### config.mk
export PLATFORM = sky130hd
export DESIGN_NAME = sram_arbiter
export DESIGN_NICKNAME = d
export VERILOG_FILES = /design/src/rtl/sram_arbiter.sv
export SDC_FILE = /design/constraint.sdc
export NUM_CORES = 1
export LEC_CHECK = 0
export CAP_MARGIN = 20
export CORE_MARGIN = 2
export CORE_UTILIZATION = 39
export DETAILED_ROUTE_END_ITERATION = 7
export PLACE_DENSITY = 0.91
export SLEW_MARGIN = 20
export SYNTH_ARGS = -nofsm -noshare
export SYNTH_HDL_FRONTEND = slang
export SYNTH_SLANG_ARGS = --single-unit
### constraint.sdc
create_clock -name clk -period 3 [get_ports clk]
set_input_delay 0.3 -clock clk [delete_from_list [all_inputs] [get_ports clk]]
set_output_delay 0.3 -clock clk [all_outputs]
set_load 0.03 [all_outputs]
### src/rtl/sram_arbiter.sv
// Two-port round-robin SRAM array controller: masked single-word writes and
// 1-4 beat incrementing read bursts. Optional grant counters under SRAM_ARB_PERF_EN.
module sram_arbiter #(
  parameter int unsigned ROWS       = 64,
  parameter int unsigned COLS       = 64,
  parameter int unsigned DATA_WIDTH = 8,
  localparam int unsigned NUM_COL_GROUPS = COLS / DATA_WIDTH,
  localparam int unsigned ROW_W          = $clog2(ROWS),
  localparam int unsigned COL_W          = $clog2(NUM_COL_GROUPS),
  localparam int unsigned ADDR_W         = ROW_W + COL_W
) (
  input  logic                  clk,
  input  logic                  rst,
  input  logic                  p0_req_valid,
  output logic                  p0_req_ready,
  input  logic                  p0_req_we,
  input  logic [ADDR_W-1:0]     p0_req_addr,
  input  logic [1:0]            p0_req_len,
  input  logic [DATA_WIDTH-1:0] p0_req_wmask,
  input  logic [DATA_WIDTH-1:0] p0_req_wdata,
  output logic                  p0_wr_ack,
  output logic                  p0_rsp_valid,
  input  logic                  p0_rsp_ready,
  output logic [DATA_WIDTH-1:0] p0_rsp_data,
  output logic                  p0_rsp_last,
  input  logic                  p1_req_valid,
  output logic                  p1_req_ready,
  input  logic                  p1_req_we,
  input  logic [ADDR_W-1:0]     p1_req_addr,
  input  logic [1:0]            p1_req_len,
  input  logic [DATA_WIDTH-1:0] p1_req_wmask,
  input  logic [DATA_WIDTH-1:0] p1_req_wdata,
  output logic                  p1_wr_ack,
  output logic                  p1_rsp_valid,
  input  logic                  p1_rsp_ready,
  output logic [DATA_WIDTH-1:0] p1_rsp_data,
  output logic                  p1_rsp_last,
  output logic [ROW_W-1:0]      arr_row_select,
  output logic [COL_W-1:0]      arr_col_select,
  output logic [DATA_WIDTH-1:0] arr_write_enable,
  output logic [DATA_WIDTH-1:0] arr_data_in,
  input  logic [DATA_WIDTH-1:0] arr_data_out
`ifdef SRAM_ARB_PERF_EN
  ,
  output logic [15:0]           p0_grant_cnt,
  output logic [15:0]           p1_grant_cnt
`endif
);

  localparam int unsigned NUM_WORDS = ROWS * NUM_COL_GROUPS;

  typedef enum logic {ST_IDLE, ST_READ} state_e;

  state_e                          state_q, state_d;
  logic                            last_grant_q, last_grant_d;
  logic                            burst_port_q, burst_port_d;
  logic [ADDR_W-1:0]               addr_q, addr_d;
  logic [2:0]                      beats_q, beats_d;
  logic [1:0]                      rsp_valid_q, rsp_valid_d;
  logic [1:0]                      rsp_last_q, rsp_last_d;
  logic [1:0]                      wr_ack_q, wr_ack_d;
  logic [1:0][DATA_WIDTH-1:0]      rsp_data_q, rsp_data_d;

  logic [1:0]                      req_valid, req_we, rsp_ready, eligible;
  logic [1:0][ADDR_W-1:0]          req_addr;
  logic [1:0][1:0]                 req_len;
  logic [1:0][DATA_WIDTH-1:0]      req_wmask, req_wdata;
  logic                            grant_valid_c, grant_port_c;
  logic [1:0]                      req_ready_c;
  logic [ADDR_W-1:0]               arr_addr_c;
  logic [DATA_WIDTH-1:0]           arr_we_c;

  assign req_valid = {p1_req_valid, p0_req_valid};
  assign req_we    = {p1_req_we, p0_req_we};
  assign req_addr  = {p1_req_addr, p0_req_addr};
  assign req_len   = {p1_req_len, p0_req_len};
  assign req_wmask = {p1_req_wmask, p0_req_wmask};
  assign req_wdata = {p1_req_wdata, p0_req_wdata};
  assign rsp_ready = {p1_rsp_ready, p0_rsp_ready};

  // Reads wait until neither port holds an unconsumed beat; writes never wait.
  always_comb begin
    eligible      = req_valid & (req_we | {2{rsp_valid_q == 2'b00}});
    grant_valid_c = 1'b0;
    grant_port_c  = 1'b0;
    req_ready_c   = 2'b00;
    if (state_q == ST_IDLE && !rst) begin
      if (eligible == 2'b11) begin
        grant_valid_c = 1'b1;
        grant_port_c  = ~last_grant_q;
      end else if (eligible[0]) begin
        grant_valid_c = 1'b1;
      end else if (eligible[1]) begin
        grant_valid_c = 1'b1;
        grant_port_c  = 1'b1;
      end
    end
    req_ready_c[grant_port_c] = grant_valid_c;
  end

  always_comb begin
    state_d      = state_q;
    last_grant_d = last_grant_q;
    burst_port_d = burst_port_q;
    addr_d       = addr_q;
    beats_d      = beats_q;
    rsp_valid_d  = rsp_valid_q;
    rsp_last_d   = rsp_last_q;
    rsp_data_d   = rsp_data_q;
    wr_ack_d     = 2'b00;
    arr_addr_c   = req_addr[grant_port_c];
    arr_we_c     = '0;

    for (int p = 0; p < 2; p++) begin
      if (rsp_valid_q[p] && rsp_ready[p]) begin
        rsp_valid_d[p] = 1'b0;
        rsp_last_d[p]  = 1'b0;
      end
    end

    case (state_q)
      ST_IDLE: begin
        if (grant_valid_c) begin
          last_grant_d = grant_port_c;
          if (req_we[grant_port_c]) begin
            arr_we_c               = req_wmask[grant_port_c];
            wr_ack_d[grant_port_c] = 1'b1;
          end else begin
            burst_port_d = grant_port_c;
            addr_d       = req_addr[grant_port_c];
            beats_d      = 3'(req_len[grant_port_c]) + 3'd1;
            state_d      = ST_READ;
          end
        end
      end
      ST_READ: begin
        arr_addr_c = addr_q;
        // Load a beat whenever the port's output slot is free or being drained.
        if (!rsp_valid_q[burst_port_q] || rsp_ready[burst_port_q]) begin
          rsp_valid_d[burst_port_q] = 1'b1;
          rsp_data_d[burst_port_q]  = arr_data_out;
          rsp_last_d[burst_port_q]  = (beats_q == 3'd1);
          addr_d  = (addr_q == ADDR_W'(NUM_WORDS - 1)) ? '0 : addr_q + ADDR_W'(1);
          beats_d = beats_q - 3'd1;
          if (beats_q == 3'd1) begin
            state_d = ST_IDLE;
          end
        end
      end
      default: state_d = ST_IDLE;
    endcase
  end

  always_ff @(posedge clk or posedge rst) begin
    if (rst) begin
      state_q      <= ST_IDLE;
      last_grant_q <= 1'b1;
      burst_port_q <= 1'b0;
      addr_q       <= '0;
      beats_q      <= '0;
      rsp_valid_q  <= '0;
      rsp_last_q   <= '0;
      wr_ack_q     <= '0;
      rsp_data_q   <= '0;
    end else begin
      state_q      <= state_d;
      last_grant_q <= last_grant_d;
      burst_port_q <= burst_port_d;
      addr_q       <= addr_d;
      beats_q      <= beats_d;
      rsp_valid_q  <= rsp_valid_d;
      rsp_last_q   <= rsp_last_d;
      wr_ack_q     <= wr_ack_d;
      rsp_data_q   <= rsp_data_d;
    end
  end

  assign p0_req_ready     = req_ready_c[0];
  assign p1_req_ready     = req_ready_c[1];
  assign p0_wr_ack        = wr_ack_q[0];
  assign p1_wr_ack        = wr_ack_q[1];
  assign p0_rsp_valid     = rsp_valid_q[0];
  assign p1_rsp_valid     = rsp_valid_q[1];
  assign p0_rsp_data      = rsp_data_q[0];
  assign p1_rsp_data      = rsp_data_q[1];
  assign p0_rsp_last      = rsp_last_q[0];
  assign p1_rsp_last      = rsp_last_q[1];
  assign arr_row_select   = arr_addr_c[ADDR_W-1 -: ROW_W];
  assign arr_col_select   = arr_addr_c[COL_W-1:0];
  assign arr_write_enable = arr_we_c;
  assign arr_data_in      = req_wdata[grant_port_c];

`ifdef SRAM_ARB_PERF_EN
  logic [1:0][15:0] grant_cnt_q;

  // Saturating per-port count of accepted requests.
  always_ff @(posedge clk or posedge rst) begin
    if (rst) begin
      grant_cnt_q <= '0;
    end else if (grant_valid_c && grant_cnt_q[grant_port_c] != 16'hFFFF) begin
      grant_cnt_q[grant_port_c] <= grant_cnt_q[grant_port_c] + 16'd1;
    end
  end

  assign p0_grant_cnt = grant_cnt_q[0];
  assign p1_grant_cnt = grant_cnt_q[1];
`endif

endmodule

# == Yosys cells after proc, flatten, opt, wreduce, memory -nomap -nowiden ==
# Cells that the tools add are included.
# word_totals
reg_bits,37
inputBits,70
out_inout_bits,49
wordCells,101
# op_classes
add_sub_neg,3
order_cmp,4
n_eq_ne,6
mux,58
n_bitwise,7
n_reduce_logical,13
# ops
op,count
2-to-1 mux 8 bit,8
2-to-1 mux 9 bit,7
2-to-1 mux 1 bit,23
2-to-1 mux 2 bit,9
one-hot mux 9 bit (2 select lines),1
bitwise mux 16 bit,1
adder 9 x 1 -> 9 bit (second input constant),1
equality test 9 bit (second input constant),1
2-to-1 mux 3 bit,3
demux 8 bit (select 1 bit),1
one-hot mux 3 bit (2 select lines),1
AND reduction 3 bit,2
logical AND 1 bit,5
AND 2 bit,2
< comparator 1 x 2 -> 1 bit (second input constant),2
!= test 2 bit (second input constant),2
OR 2 bit,2
AND reduction 2 bit,2
adder 2 x 1 -> 3 bit (second input constant),1
equality test 3 x 1 -> 1 bit (second input constant),1
NOT 1 bit,3
subtractor 3 x 1 -> 3 bit (second input constant),1
bitwise mux 2 bit,1
demux 1 bit (select 1 bit),2
7 further kinds,9

# == Depth between registers and ports, before layout ==
# depth
word_depth,14
ltp_mapped,9
ltp_nobuf,9

# == Worst setup path after synthesis ==
# No wires, ideal clock.
# synth_path
path_type,register to register
start,reg rsp_valid_q[1]
end,reg beats_q[1]
setup_time_ns,0.127
arrival_ns,2.421
required_ns,2.873
slack_ns,0.452
stages_incl_launch_ff,10
n_path_buf,1
synth_period_minus_slack_ns,2.548
path_cell_list,dfrtp_1 > o21ba_2 > o2111ai_2 > buf_4 > clkinv_1 > nand2_1 > nand2_1 > ha_1 > a211oi_1 > a21oi_1
# synth_between
elab_chain_cells,13
elab_cells_between_ends,27
cone_classes,add/sub: 1; eq/ne: 4; mux: 16; bitwise: 2; reduce/logical: 4
# synth_lines
element,line,source
start: declaration,59,"logic [1:0] rsp_valid_q, rsp_valid_d;"
start signal: assignment,171,rsp_valid_q <= rsp_valid_d;
zero test 2 bit,83,eligible = req_valid & (req_we | {2{rsp_valid_q == 2'b00}});
OR 2 bit,83,
AND 2 bit,83,
2-to-1 mux 1 bit,93,end else if (eligible[1]) begin
2-to-1 mux 1 bit,91,end else if (eligible[0]) begin
2-to-1 mux 1 bit,88,if (eligible == 2'b11) begin
2-to-1 mux 1 bit,87,if (state_q == ST_IDLE && !rst) begin
2-to-1 mux 2 bit (implied by the code) (2 in a row),131,beats_d = 3'(req_len[grant_port_c]) + 3'd1;
adder 2 x 1 -> 3 bit,131,
2-to-1 mux 3 bit,125,if (req_we[grant_port_c]) begin
2-to-1 mux 3 bit,123,if (grant_valid_c) begin
one-hot mux 3 bit (2 select lines),121,case (state_q)
end signal: assignment,170,beats_q <= beats_d;
end: declaration,58,"logic [2:0] beats_q, beats_d;"
# Several ways; a longest one is shown, not always the timed one. The select of a mux whose other input is x is not followed.
# A chain may end at the register's enable or synchronous reset.

# == Worst setup path after layout ==
# layout_path
start,reg rsp_valid_q[1]
end,out arr_data_in[1]
# layout_between
elab_chain_cells,9
elab_cells_between_ends,10
cone_classes,eq/ne: 1; mux: 6; bitwise: 2; reduce/logical: 1
# layout_lines
element,line,source
zero test 2 bit *,83,
OR 2 bit *,83,
AND 2 bit *,83,
2-to-1 mux 1 bit,93,
2-to-1 mux 1 bit,91,
2-to-1 mux 1 bit *,88,
2-to-1 mux 1 bit *,87,
2-to-1 mux 8 bit (implied by the code) * (2 in a row),191,assign arr_data_in = req_wdata[grant_port_c];
end: declaration,41,"output logic [DATA_WIDTH-1:0] arr_data_in,"
# Every way passes the cells marked *; elsewhere a longest branch is shown, timed or not. The select of a mux whose other input is x is not followed.

==> flow_metrics.tcl <==
set metrics [dict create \
    status "completed" \
    drv_slew 0 \
    htreeDepth 2 \
    worst_path_max_delay_cell "clkdlybuf4s50_1" \
    post_cts_buffers 0 \
    irDropWorstVdd_uv 393 \
    postSynthAreaPerCell_um2 8.11 \
    rr_worst_depth 7 \
    fin_tns_setup_ns 0 \
    cpMostUsedCell "nand2_1" \
    p_switching_mw 1.58 \
    fin_crit_ns 2.65 \
    ys_warn_count 0 \
    dr.pass1.iters 4 \
    num_antenna_cells 0 \
    cellLeakagePower_nw 1.64 \
    numClockSinks 37 \
    pwr-share-seq 0.291 \
    gp_congestion 0.885 \
    n_fill_cell 470 \
    final_nets 465 \
    syn_to_final_growth_pct 59.3 \
    path_class "reg2out" \
    max_stage_delay_ns 0.59 \
    clk_latency_ns 0.29 \
    via_count 2354 \
    met2_wirelength_um 3120 \
    grt_pass1_wl_um 10200 \
    syn_inst 271 \
    highest_layer "met4" \
    cp-start-kind "flip-flop" \
    crit_path_end_kind "output port" \
    grt.total_usage 0.204 \
    wirelength_um 6400 \
    cp_max_fo 10 \
    ys_seq_area_frac 0.422 \
    wl_met3_um 431 \
    drive_gt1_frac 0.105 \
    rows 27 \
    vias_per_cell 5.08 \
    setup_viol 0 \
    switching_share 0.477 \
    rsz0062_at_grt "false" \
    max_freq_mhz 377 \
    p_per_area_mw_per_mm2 948 \
    hold_viol 0 \
    final_cell_mix "clkdlybuf4s50_1, nand2_1, dfrtp_1" \
    relSlewSlack 0.664 \
    core_mm2 0.00547 \
    drc 0 \
    fin_crit_sh 0.884 \
    grt_pass1_vias 2312 \
    portBuffers 118 \
    ys_types 40 \
    maxCapViolations 0 \
    layout.cells.most_common "clkdlybuf4s50_1" \
    grt_overflow_total 0 \
    start_util 0.401 \
    place_area_mm2 0.00340 \
    hold_buffers 0 \
    tightest_slew_ns 0.490 \
    routedWlPerCell_um 13.8 \
    cts_resized 0 \
    ys.flop_type "dfrtp_1" \
    root_buffer "clkbuf_8" \
    die_h_um 79.1 \
    drtIter0Drc 109 \
    ctsLongestPathBuffers 2 \
    skew_ns 0.00832 \
    io_pins 119 \
    die_x_um 79.1 \
    tritoncts "built" \
    fin_area_mm2 0.00350 \
    crit_required_ns 2.70 \
    grt_max_degree 29 \
    wl_met1_um 2740 \
    place_hpwl_um 4830 \
    crit_arrival_ns 2.35 \
    crit_chain "o21ba_2 -> o2111ai_2 -> clkinv_1 -> nand2_1 -> nand2_1 -> clkdlybuf4s50_1" \
    synth_edf_count 0 \
    syn_nets 346 \
    hold_class "in2async" \
    pwr-share-clk 0.109 \
    ant_nets 0 \
    cts-buffers-inserted 5 \
    netlist_area_mm2 0.00220 \
    path_clk_slew_ns 0.07 \
    internal-power_mw 1.73 \
    yosys_register_bits 37 \
    ys_async_sr_fraction 1.00 \
    die_area_mm2 0.00625 \
    antenna_found_initial 0 \
    p_comb_frac 0.600 \
]
==> critical path: cells and delay by family (launching register included) <==
kind	cells	cell delay, ns
buf+inv	2	0.91
compound gates	2	0.49
flops	1	0.46
simple gates	2	0.21
==> cell type report <==
cell class | instances | area, um^2 | share of cell area
flip-flops and latches | 37 | 927 | 0.265
clock inverters | 2 | 13.8 | 0.00393
inverters | 10 | 37.5 | 0.0107
clock buffers | 6 | 82.6 | 0.0236
repair buffers | 123 | 1180 | 0.336
multi-input cells | 213 | 1170 | 0.335
well taps | 72 | 90.1 | 0.0257
==> state kept, by name (all words and copies together), names as in the netlist <==
register	flops
addr_q	9
beats_q	3
burst_port_q	1
last_grant_q	1
p0_rsp_data	8
p1_rsp_data	8
rsp_last_q	2
rsp_valid_q	2
state_q	1
wr_ack_q	2
==> through the flow <==
step | worst slack, ns | instances | util | hold slack [ns] | power (mW)
2_1_floorplan | 0.452 | 271 | - | 0.405 | 2.22
3_3_place_gp | 0.412 | 455 | 0.622 | 0.458 | 2.88
3_5_place_dp | 0.345 | 455 | 0.622 | 0.464 | 2.95
4_1_cts | 0.329 | 463 | 0.640 | 0.437 | 3.32
5_1_grt | 0.189 | 463 | 0.640 | 0.479 | 3.55
6_report | 0.348 | 463 | 0.640 | 0.439 | 3.32
==> layer usage <==
layer  GRT usage  vias up
li1            -     1161
met1       0.247     1084
met2       0.360       99
met3      0.0420       10
met4      0.0724        0
met5           0        -
==> synth_stat cells, drive strengths merged (5+ instances only) <==
master	n	area [um^2]
a21oi	19	95.1
a22o	8	70.1
buf	5	36.3
clkbuf	6	22.5
dfrtp	36	901
ha	5	62.6
inv	9	33.8
mux2i	10	100
nand2	92	345
nand2b	5	31.3
nand3	6	30.0
nor2	21	81.3
nor3	7	35.0
o21ai	11	55.1
==> power groups by stage <==
stage                     clock network [mW]  logic (mW)  registers, mW
final                                  0.362        1.99          0.965
after global routing                   0.387        2.16           1.00
after CTS                              0.363        2.00          0.960
after detailed placement                   0        1.99          0.969
after global placement                     0        1.92          0.958
after floorplan                            0        1.07           1.15
==> worst paths after layout <==
check | startpoint | end | slack (ns)
max in group asynchronous | rst | last_grant_q | 1.82
min | rst | wr_ack_q[1] | 0.44
max reg2reg | rsp_valid_q[1] | beats_q[1] | 0.77
max | rsp_valid_q[1] | arr_data_in[1] | 0.35
min reg2reg | p0_rsp_data[7] | p0_rsp_data[7] | 0.48
min in group clk | p0_rsp_data[7] | p0_rsp_data[7] | 0.48
==> kinds of logic (layout without fill, tap and decap cells) <==
kind of cell | after synthesis | in the layout | synth area share
AO/OA/AOI/OAI | 54 | 54 | 0.171
adder cells (fa/ha/maj) | 5 | 5 | 0.0285
buffers and inverters | 21 | 141 | 0.0438
flip-flops | 37 | 37 | 0.422
multiplexers | 12 | 12 | 0.0558
AND/OR/NAND/NOR | 142 | 142 | 0.278
Power figures use the tool's default switching activity.
